`src/rtl/muldiv_pkg.sv`:
```
// Shared ALU control codes and the state/mode encodings for the HI/LO multiply/divide sequencer.
package muldiv_pkg;

    localparam int OP_W = 5;

    localparam logic [OP_W-1:0] OPAND   = 5'd0;
    localparam logic [OP_W-1:0] OPOR    = 5'd1;
    localparam logic [OP_W-1:0] OPXOR   = 5'd2;
    localparam logic [OP_W-1:0] OPNOR   = 5'd3;
    localparam logic [OP_W-1:0] OPADD   = 5'd4;
    localparam logic [OP_W-1:0] OPADDU  = 5'd5;
    localparam logic [OP_W-1:0] OPSUB   = 5'd6;
    localparam logic [OP_W-1:0] OPSUBU  = 5'd7;
    localparam logic [OP_W-1:0] OPSLT   = 5'd8;
    localparam logic [OP_W-1:0] OPSLTU  = 5'd9;
    localparam logic [OP_W-1:0] OPSLL   = 5'd10;
    localparam logic [OP_W-1:0] OPSRL   = 5'd11;
    localparam logic [OP_W-1:0] OPSRA   = 5'd12;
    localparam logic [OP_W-1:0] OPLUI   = 5'd13;
    localparam logic [OP_W-1:0] OPMULT  = 5'd14;
    localparam logic [OP_W-1:0] OPMULTU = 5'd15;
    localparam logic [OP_W-1:0] OPDIV   = 5'd16;
    localparam logic [OP_W-1:0] OPDIVU  = 5'd17;
    localparam logic [OP_W-1:0] OPMADD  = 5'd18;
    localparam logic [OP_W-1:0] OPMADDU = 5'd19;
    localparam logic [OP_W-1:0] OPMSUB  = 5'd20;
    localparam logic [OP_W-1:0] OPMSUBU = 5'd21;
    localparam logic [OP_W-1:0] OPMTHI  = 5'd22;
    localparam logic [OP_W-1:0] OPMTLO  = 5'd23;
    localparam logic [OP_W-1:0] OPMFHI  = 5'd24;
    localparam logic [OP_W-1:0] OPMFLO  = 5'd25;

    typedef enum logic [1:0] {
        S_IDLE,
        S_MUL,
        S_DIV,
        S_FINISH
    } state_t;

    // How the finished result is folded into {HI,LO}.
    typedef enum logic [1:0] {
        M_SET,
        M_ADD,
        M_SUB,
        M_DIV
    } mode_t;

endpackage

```
`src/rtl/muldiv_step.sv`:
```
// One radix-2 iteration: shift-add for multiply, restoring shift-subtract for divide.
module muldiv_step
    import muldiv_pkg::*;
#(
    parameter int DATA_WIDTH = 32
) (
    input  logic                  div,
    input  logic [DATA_WIDTH-1:0] hi,
    input  logic [DATA_WIDTH-1:0] lo,
    input  logic [DATA_WIDTH-1:0] b,
    output logic [DATA_WIDTH-1:0] hi_next,
    output logic [DATA_WIDTH-1:0] lo_next
);

    logic [DATA_WIDTH:0] sum;
    logic [DATA_WIDTH:0] shifted;
    logic [DATA_WIDTH:0] diff;

    always_comb begin
        sum     = {1'b0, hi} + (lo[0] ? {1'b0, b} : '0);
        shifted = {hi, lo[DATA_WIDTH-1]};
        diff    = shifted - {1'b0, b};
        if (div) begin
            // Remainder stays below the divisor, so diff's top bit is a true borrow.
            if (!diff[DATA_WIDTH]) begin
                hi_next = diff[DATA_WIDTH-1:0];
                lo_next = {lo[DATA_WIDTH-2:0], 1'b1};
            end else begin
                hi_next = shifted[DATA_WIDTH-1:0];
                lo_next = {lo[DATA_WIDTH-2:0], 1'b0};
            end
        end else begin
            hi_next = sum[DATA_WIDTH:1];
            lo_next = {sum[0], lo[DATA_WIDTH-1:1]};
        end
    end

endmodule

```
`src/rtl/muldiv_sequencer.sv`:
```
// Iterative multiply/divide/accumulate unit owning HI/LO, with busy/done handshake for pipeline stalls.
module muldiv_sequencer
    import muldiv_pkg::*;
#(
    parameter int DATA_WIDTH = 32,
    parameter int OP_WIDTH   = 5
) (
    input  logic                  iCLK,
    input  logic                  iRST,
    input  logic                  iStart,
    input  logic [OP_WIDTH-1:0]   iOp,
    input  logic [DATA_WIDTH-1:0] iA,
    input  logic [DATA_WIDTH-1:0] iB,
    input  logic                  iFlush,
    output logic                  oBusy,
    output logic                  oDone,
    output logic                  oDivByZero,
    output logic [DATA_WIDTH-1:0] oHI,
    output logic [DATA_WIDTH-1:0] oLO
);

    localparam int CNT_W = (DATA_WIDTH > 1) ? $clog2(DATA_WIDTH) : 1;
    localparam logic [CNT_W-1:0] LAST_STEP = CNT_W'(DATA_WIDTH - 1);

    state_t                  state;
    mode_t                   mode;
    logic [CNT_W-1:0]        cnt;
    logic [DATA_WIDTH-1:0]   work_hi, work_lo, opnd;
    logic                    neg_q, neg_r, div_zero;

    logic                    dec_mul, dec_div, dec_sgn, dec_mthi, dec_mtlo;
    mode_t                   dec_mode;
    logic                    a_neg, b_neg;
    logic [DATA_WIDTH-1:0]   a_mag, b_mag;
    logic [DATA_WIDTH-1:0]   step_hi, step_lo;
    logic [2*DATA_WIDTH-1:0] prod, acc_next;
    logic [DATA_WIDTH-1:0]   quo, rem;

    always_comb begin
        dec_mul  = 1'b0;
        dec_div  = 1'b0;
        dec_sgn  = 1'b0;
        dec_mthi = 1'b0;
        dec_mtlo = 1'b0;
        dec_mode = M_SET;
        case (iOp)
            OP_WIDTH'(OPMULT):  begin dec_mul = 1'b1; dec_sgn = 1'b1; end
            OP_WIDTH'(OPMULTU): dec_mul = 1'b1;
            OP_WIDTH'(OPMADD):  begin dec_mul = 1'b1; dec_sgn = 1'b1; dec_mode = M_ADD; end
            OP_WIDTH'(OPMADDU): begin dec_mul = 1'b1; dec_mode = M_ADD; end
            OP_WIDTH'(OPMSUB):  begin dec_mul = 1'b1; dec_sgn = 1'b1; dec_mode = M_SUB; end
            OP_WIDTH'(OPMSUBU): begin dec_mul = 1'b1; dec_mode = M_SUB; end
            OP_WIDTH'(OPDIV):   begin dec_div = 1'b1; dec_sgn = 1'b1; dec_mode = M_DIV; end
            OP_WIDTH'(OPDIVU):  begin dec_div = 1'b1; dec_mode = M_DIV; end
            OP_WIDTH'(OPMTHI):  dec_mthi = 1'b1;
            OP_WIDTH'(OPMTLO):  dec_mtlo = 1'b1;
            default:            ;
        endcase
    end

    assign a_neg = dec_sgn & iA[DATA_WIDTH-1];
    assign b_neg = dec_sgn & iB[DATA_WIDTH-1];
    assign a_mag = a_neg ? -iA : iA;
    assign b_mag = b_neg ? -iB : iB;

    muldiv_step #(.DATA_WIDTH(DATA_WIDTH)) u_step (
        .div     (state == S_DIV),
        .hi      (work_hi),
        .lo      (work_lo),
        .b       (opnd),
        .hi_next (step_hi),
        .lo_next (step_lo)
    );

    always_comb begin
        prod = {work_hi, work_lo};
        if (neg_q) prod = -prod;
        case (mode)
            M_ADD:   acc_next = {oHI, oLO} + prod;
            M_SUB:   acc_next = {oHI, oLO} - prod;
            default: acc_next = prod;
        endcase
        quo = neg_q ? -work_lo : work_lo;
        rem = neg_r ? -work_hi : work_hi;
    end

    // NOTE: every register, including the iteration datapath, is cleared by reset so a
    // mid-operation reset leaves no partial product behind.
    always_ff @(posedge iCLK or posedge iRST) begin
        if (iRST) begin
            state      <= S_IDLE;
            mode       <= M_SET;
            cnt        <= '0;
            work_hi    <= '0;
            work_lo    <= '0;
            opnd       <= '0;
            neg_q      <= 1'b0;
            neg_r      <= 1'b0;
            div_zero   <= 1'b0;
            oBusy      <= 1'b0;
            oDone      <= 1'b0;
            oDivByZero <= 1'b0;
            oHI        <= '0;
            oLO        <= '0;
        end else if (iFlush) begin
            state      <= S_IDLE;
            cnt        <= '0;
            oBusy      <= 1'b0;
            oDone      <= 1'b0;
            oDivByZero <= 1'b0;
        end else begin
            oDone      <= 1'b0;
            oDivByZero <= 1'b0;
            case (state)
                S_IDLE: begin
                    if (iStart) begin
                        if (dec_mthi) begin
                            oHI   <= iA;
                            oDone <= 1'b1;
                        end else if (dec_mtlo) begin
                            oLO   <= iA;
                            oDone <= 1'b1;
                        end else if (dec_mul || dec_div) begin
                            // Multiply adds |A| while shifting |B| out; divide shifts |A| in.
                            work_hi  <= '0;
                            work_lo  <= dec_div ? a_mag : b_mag;
                            opnd     <= dec_div ? b_mag : a_mag;
                            neg_q    <= a_neg ^ b_neg;
                            neg_r    <= a_neg;
                            div_zero <= dec_div && (iB == '0);
                            mode     <= dec_mode;
                            cnt      <= '0;
                            oBusy    <= 1'b1;
                            state    <= dec_div ? S_DIV : S_MUL;
                        end
                    end
                end
                S_MUL, S_DIV: begin
                    work_hi <= step_hi;
                    work_lo <= step_lo;
                    if (cnt == LAST_STEP) begin
                        cnt   <= '0;
                        state <= S_FINISH;
                    end else begin
                        cnt <= cnt + 1'b1;
                    end
                end
                S_FINISH: begin
                    if (mode == M_DIV) begin
                        if (div_zero) begin
                            oDivByZero <= 1'b1;
                        end else begin
                            oHI <= rem;
                            oLO <= quo;
                        end
                    end else begin
                        {oHI, oLO} <= acc_next;
                    end
                    oDone <= 1'b1;
                    oBusy <= 1'b0;
                    state <= S_IDLE;
                end
                default: state <= S_IDLE;
            endcase
        end
    end

endmodule

```
`config.mk`:
```
export PLATFORM = sky130hd
export DESIGN_NAME = muldiv_sequencer
export DESIGN_NICKNAME = d
export VERILOG_FILES = /design/src/rtl/muldiv_pkg.sv /design/src/rtl/muldiv_step.sv /design/src/rtl/muldiv_sequencer.sv
export SDC_FILE = /design/constraint.sdc
export NUM_CORES = 1
export LEC_CHECK = 0
export ABC_AREA = 1
export BUFFER_PORTS_ARGS = -buffer_cell sky130_fd_sc_hd__buf_2
export CAP_MARGIN = 0
export CORE_MARGIN = 1.5
export CORE_UTILIZATION = 25
export CTS_CLUSTER_DIAMETER = 100
export DETAILED_ROUTE_END_ITERATION = 6
export PLACE_DENSITY = 0.38
export SLEW_MARGIN = 10
export SYNTH_ARGS = -nofsm -noshare
export SYNTH_HDL_FRONTEND = slang
export SYNTH_SLANG_ARGS = --single-unit
```
`constraint.sdc`:
```
create_clock -name iCLK -period 7.2 [get_ports iCLK]
set_clock_uncertainty 0.15 [all_clocks]
set_input_delay 1.44 -clock iCLK [delete_from_list [all_inputs] [get_ports iCLK]]
set_output_delay 1.44 -clock iCLK [all_outputs]
set_load 0.03 [all_outputs]
```
* After elaboration in Yosys (flattened, before gate mapping)
Cells that the tools add are included.
** Cells by class
- Add/sub/neg operators :: 10
- $mul :: 0
- Div/mod/pow operators :: 0
- Order comparisons :: 0
- Equality and inequality tests :: 29
- Shift-type cells :: 0
- Mux-type cells :: 70
- Bitwise logic cells :: 6
- Reduce and logical (&&, ||, !) cells :: 21
** Operators by type and width (number)
- $mux 32 :: 27
- $pmux 32 s2 :: 4
- $neg 32->32 :: 4
- $pmux 64 s2 :: 1
- $add 64x64->64 :: 1
- $mux 64 :: 1
- $neg 64->64 :: 1
- $sub 64x64->64 :: 1
- $eq 5x5->1 const B :: 9
- $add 32x33->33 :: 1
- $sub 33x32->33 :: 1
- $logic_not 32->1 :: 1
- $mux 5 :: 6
- $reduce_and 5->1 :: 4
- $mux 1 :: 19
- $ne 3x3->1 const B :: 6
- $reduce_and 6->1 :: 3
- $mux 2 :: 7
- $ne 2x2->1 const B :: 6
- $pmux 2 s3 :: 2
- $eq 5x4->1 const B :: 2
- $pmux 5 s2 :: 1
- $eq 2x2->1 const B :: 4
- $reduce_or 2->1 :: 4
- 13 further kinds :: 20
** Word-level totals
- Register bits after elaboration :: 175
- Latch bits :: 0
- Memory bits (writable) :: 0
- Bits in read-only memories :: 0
- Bits of input ports :: 73
- Output and inout bits :: 67
- Logic and storage cells :: 150
- Memories kept :: 0

* Logic depth before layout (Yosys ltp)
- Depth after elaboration :: 11
- Gate-level depth with buffers :: 38
- Gate-level depth less buffers :: 37

* Modules after synthesis
Synthesis repeated with hierarchy kept, for this count alone.
** Second synthesis, totals
- Cell total of the unflattened synthesis :: 4584
- Area, all modules :: 26013.7 µm²
** By module, submodules not included
- muldiv_sequencer :: times used 1, cells each 3272, area an instance 19607.6 µm², sequential area each 4379.2 µm²
- muldiv_step :: times used 1, cells each 1312, area an instance 6406.1 µm², sequential area each 0.0 µm²

* Least setup slack after synthesis
OpenSTA, ideal clock, no wires.
- Path type :: reg2reg
- Start :: reg work_lo[0]
- End :: reg oHI[26]
- Library setup time :: 133 ps
- Arrival time :: 4211 ps
- Path slack :: 2706 ps
- Cell stages (with the launch flop) :: 32
- Path buffers :: 1
- Cell sequence :: dfrtp_1 > buf_6 > inv_2 > ha_1 > nand2_4 > nor2_4 > inv_1 > nand3_1 > nand2_2 > nor2_2 > nand3_2 > nor2_2 > nand2_2 > nor2_4 > nand3_2 > nand2_1 > o21ai_0 > xor2_1 > ha_1 > a21oi_1 > inv_1 > a31oi_1 > o21ai_0 > a21oi_1 > nand3_1 > nand2_1 > nand3_1 > a21oi_1 > xor2_1 > o21ai_0 > a21oi_1 > o21ai_0
** On the way
- Longest elaborated chain between the ends :: 6
** Ends and longest elaborated chain
- from (decl) :: line muldiv_sequencer.sv:28 : logic [DATA_WIDTH-1:0] work_hi, work_lo, opnd;
- from (signal assigned) :: line muldiv_sequencer.sv:126 : work_lo <= dec_div ? a_mag : b_mag;
- from (signal assigned) :: line muldiv_sequencer.sv:140 : work_lo <= step_lo;
- $neg 64->64 :: line muldiv_sequencer.sv:77 : if (neg_q) prod = -prod;
- $mux 64 (*) :: line muldiv_sequencer.sv:77
- $sub 64x64->64 / $add 64x64->64 (equally long branches) :: line muldiv_sequencer.sv:80, muldiv_sequencer.sv:79
- $pmux 64 s2 (*) :: line muldiv_sequencer.sv:78 : case (mode)
- $mux 32 (*) :: line muldiv_sequencer.sv:149 : if (mode == M_DIV) begin
- $pmux 32 s2 (*) :: line muldiv_sequencer.sv:114 : case (state)
- to (signal assigned) :: line muldiv_sequencer.sv:118 : oHI <= iA;
- to (signal assigned) :: line muldiv_sequencer.sv:153 : oHI <= rem;
- to (signal assigned) :: line muldiv_sequencer.sv:157 : {oHI, oLO} <= acc_next;
- to (decl) :: line muldiv_sequencer.sv:18 : output logic [DATA_WIDTH-1:0] oHI,
Mark *: on every way between the ends. The rest lies on a longest branch, timed or not.
A chain may end at the register's enable or synchronous reset.

* Worst setup path in the final report
- Start :: reg work_lo[1]
- End :: reg oHI[26]
The elaborated chain is that of the path after synthesis.

==> run_results.csv <==
group,metric,value,unit
setup_path,critPathMaxFanout,6,
final_layout,area_growth,11.3,%
synthesis,synth_nets,4150,
final_layout,fillers,10800,
sta,timing.final.crit_share,82.8,%
setup_path,required,7.41,ns
floorplan,start_util,25.2,%
grt,track_usage,25.3,%
clock_tree,worst_skew_pair.late_latency,0.52,ns
grt,grt_pass1_vias,25500,
detailed_routing,vias_per_cell,4.97,
floorplan,die_h,309,um
setup_path,cp-end-kind,"flop",
floorplan,core,93200,um2
sta,tightest_slew,1.10,ns
synthesis,synth_warnings,0,
synthesis,ys_types,58,
synthesis,synthTopCellsByArea,"dfrtp_1, nand2_1, nor2_1",
run,cap_violations,0,
setup_path,cp_common_cell,"nand2_1",
clock_tree,cts_tree,"done",
synthesis,yosysMostFrequentCell,"nand2_1",
detailed_routing,antenna_left,0,
setup_path,path_buf_inv,2,
clock_tree,clk_pin_slew,0.08,ns
synthesis,async_flop_share,100,%
sta,tns,0,ns
final_layout,post-route-util,28.0,%
sta,setup-violations-final,0,
floorplan,io_pins,140,
final_layout,multiInputGateArea,16700,um2
clock_tree,cts_sinks,175,
setup_path,worst_path_max_delay_cell,"nor4_1",
final_layout,final_layout_size_suffix_gt1_share,7.48,%
synthesis,synth-edff-count,0,
synthesis,yosys-top-cells-count,"nand2_1, nor2_1, inv_1, o21ai_0, a21oi_1",
placement,place_congestion,0.955,
clock_tree,root_buffer,"clkbuf_16",
synthesis,yosys.area.top_type_share,18.7,%
grt,antenna_found_initial,1,
detailed_routing,dr.pass1.iters,6,
grt,grt_pass1_wl,176000,um
clock_tree,ctsLongestPathBuffers,2,
final_layout,ff_latch_area,4380,um2
sta,drv_slew,0,
setup_path,crit_family,"simple AND/OR/NAND/NOR gates",
grt,grt_max_degree,83,
worst_hold_path,min_path_type,"reg -> reg",
floorplan,die_area,95700,um2
synthesis,avgSynthCellArea,5.96,um2
detailed_routing,wl,121000,um
synthesis,ys_seq_area_share,18.7,%
grt,grtUsageMet1,36.2,%
detailed_routing,num_vias,26200,
detailed_routing,wire_per_inst,23.0,um
sta,rsz0062_at_grt,"no",
setup_path,cpPeakStageDelay,0.55,ns
final_layout,diodes,0,
grt,met3_usage,2.22,%
setup_path,start_kind,"flop",
synthesis,synthesis.area,23500,um2
placement,dp_hpwl,101000,um
final_layout,nNetsFinal,4216,
status,status,"finished clean",
floorplan,rows,112,
clock_tree,cts_max_level,4,
setup_path,path_class,"reg -> reg",
clock_tree,cts_setup_buffers,0,
synthesis,ys.flop_type,"dfrtp_1",
placement,port_buffers,139,
grt,gr-max-usage-layer,"met2",
grt,grt_use_met2,39.3,%
synthesis,ys_ff_latch,175,
detailed_routing,route.detailed.drc,0,
sta,fin_crit,5.96,ns
clock_tree,cts-resized-gates,0,
synthesis,yosys.area.top_type,"dfrtp_1",
clock_tree,numCtsBuffers,17,
clock_tree,holdBufCountCts,0,
sta,hold_viol,0,
sta,max_freq,168,MHz
floorplan,die_w,309,um
setup_path,cp.arrival,6.18,ns
detailed_routing,drtIter0Drc,2042,
synthesis,syn_inst,3935,
sta,slew_headroom,26.1,%
grt,overflow,0,
-- path summary, 6_finish.rpt --
path	slack (ns)	start	end	cells past startpoint
worst max-delay path	1.24	work_lo[1]$_DFFE_PP0P_	oHI[26]$_DFFE_PP0P_	28
max in group asynchronous	4.72	iRST	work_hi[13]$_DFFE_PP0P_	3
worst min-delay path	0.35	cnt[4]$_DFFE_PP0P_	cnt[4]$_DFFE_PP0P_	2
worst max register to register	1.24	work_lo[1]$_DFFE_PP0P_	oHI[26]$_DFFE_PP0P_	28
worst min register to register	0.35	cnt[4]$_DFFE_PP0P_	cnt[4]$_DFFE_PP0P_	2
min in group asynchronous	0.82	iRST	oLO[8]$_DFFE_PP0P_	2
-- final cells by class --
class / count / share of cell area, %
sequential: 175 / 16.8
clock buffer: 18 / 1.68
inverter: 512 / 7.39
timing repair buffer: 174 / 3.72
tap: 1254 / 6.01
multi-input combinational: 3121 / 63.9
clock inverter: 13 / 0.551
-- routing by layer --
layer,up-vias,part of all wire [%]
met3,114,4.1
met5,-,0
met4,0,3.5
li1,13100,-
met2,719,43
met1,12200,49
-- layout by cell type, fill, tap and decap left out, types with 14 or more instances in the layout --
cell / n
nand2_1: 902
nor2_1: 553
inv_1: 498
o21ai_0: 318
a21oi_1: 304
nand3_1: 219
dfrtp_1: 174
xor2_1: 154
buf_2: 139
ha_1: 137
a31oi_1: 83
o211ai_1: 67
xnor2_1: 49
nor3_1: 41
nand4_1: 34
buf_4: 34
o221ai_1: 27
o21bai_1: 23
a21o_1: 23
nand2_2: 20
nor2_2: 19
clkbuf_16: 17
o22ai_1: 14
-- cells by family after synthesis --
group                      Yosys count  share of synthesized area (%)
and+or+nand+nor                   1846                           32.9
AOI/OAI and AO/OA                  930                           22.8
buffers and inverters              639                           10.4
xor gates and xnor gates           203                           7.58
DFF                                175                           18.7
adders and majority gates          142                           7.67
-- worst min-delay path, stage by stage (launching register included) --
cell and delay (ns):
dfrtp_1 0.36, nand2_1 0.05, o21ai_0 0.06
-- per-stage QoR --
stage	setup slack (ns)	instance area (um2)	instances	hold WS, ns
after floorplan	0.865	23500	3935	0.296
after global placement	1.32	25500	5236	0.341
after global routing	0.757	26100	5267	0.413
after detailed placement	1.30	25500	5236	0.340
after CTS	1.27	26100	5267	0.360
final	1.24	26100	5267	0.353
-- flip-flops by register name (all words and copies together) (netlist names) --
name,cells
oDone,1
work_lo,32
opnd,32
neg_r,1
mode,2
cnt,5
div_zero,1
neg_q,1
work_hi,32
oHI,32
oBusy,1
state,2
oDivByZero,1
oLO,32
Power is left out: the tool's default activity adds up to more than one toggle a clock period on the data nets, which glitch-free logic cannot reach.
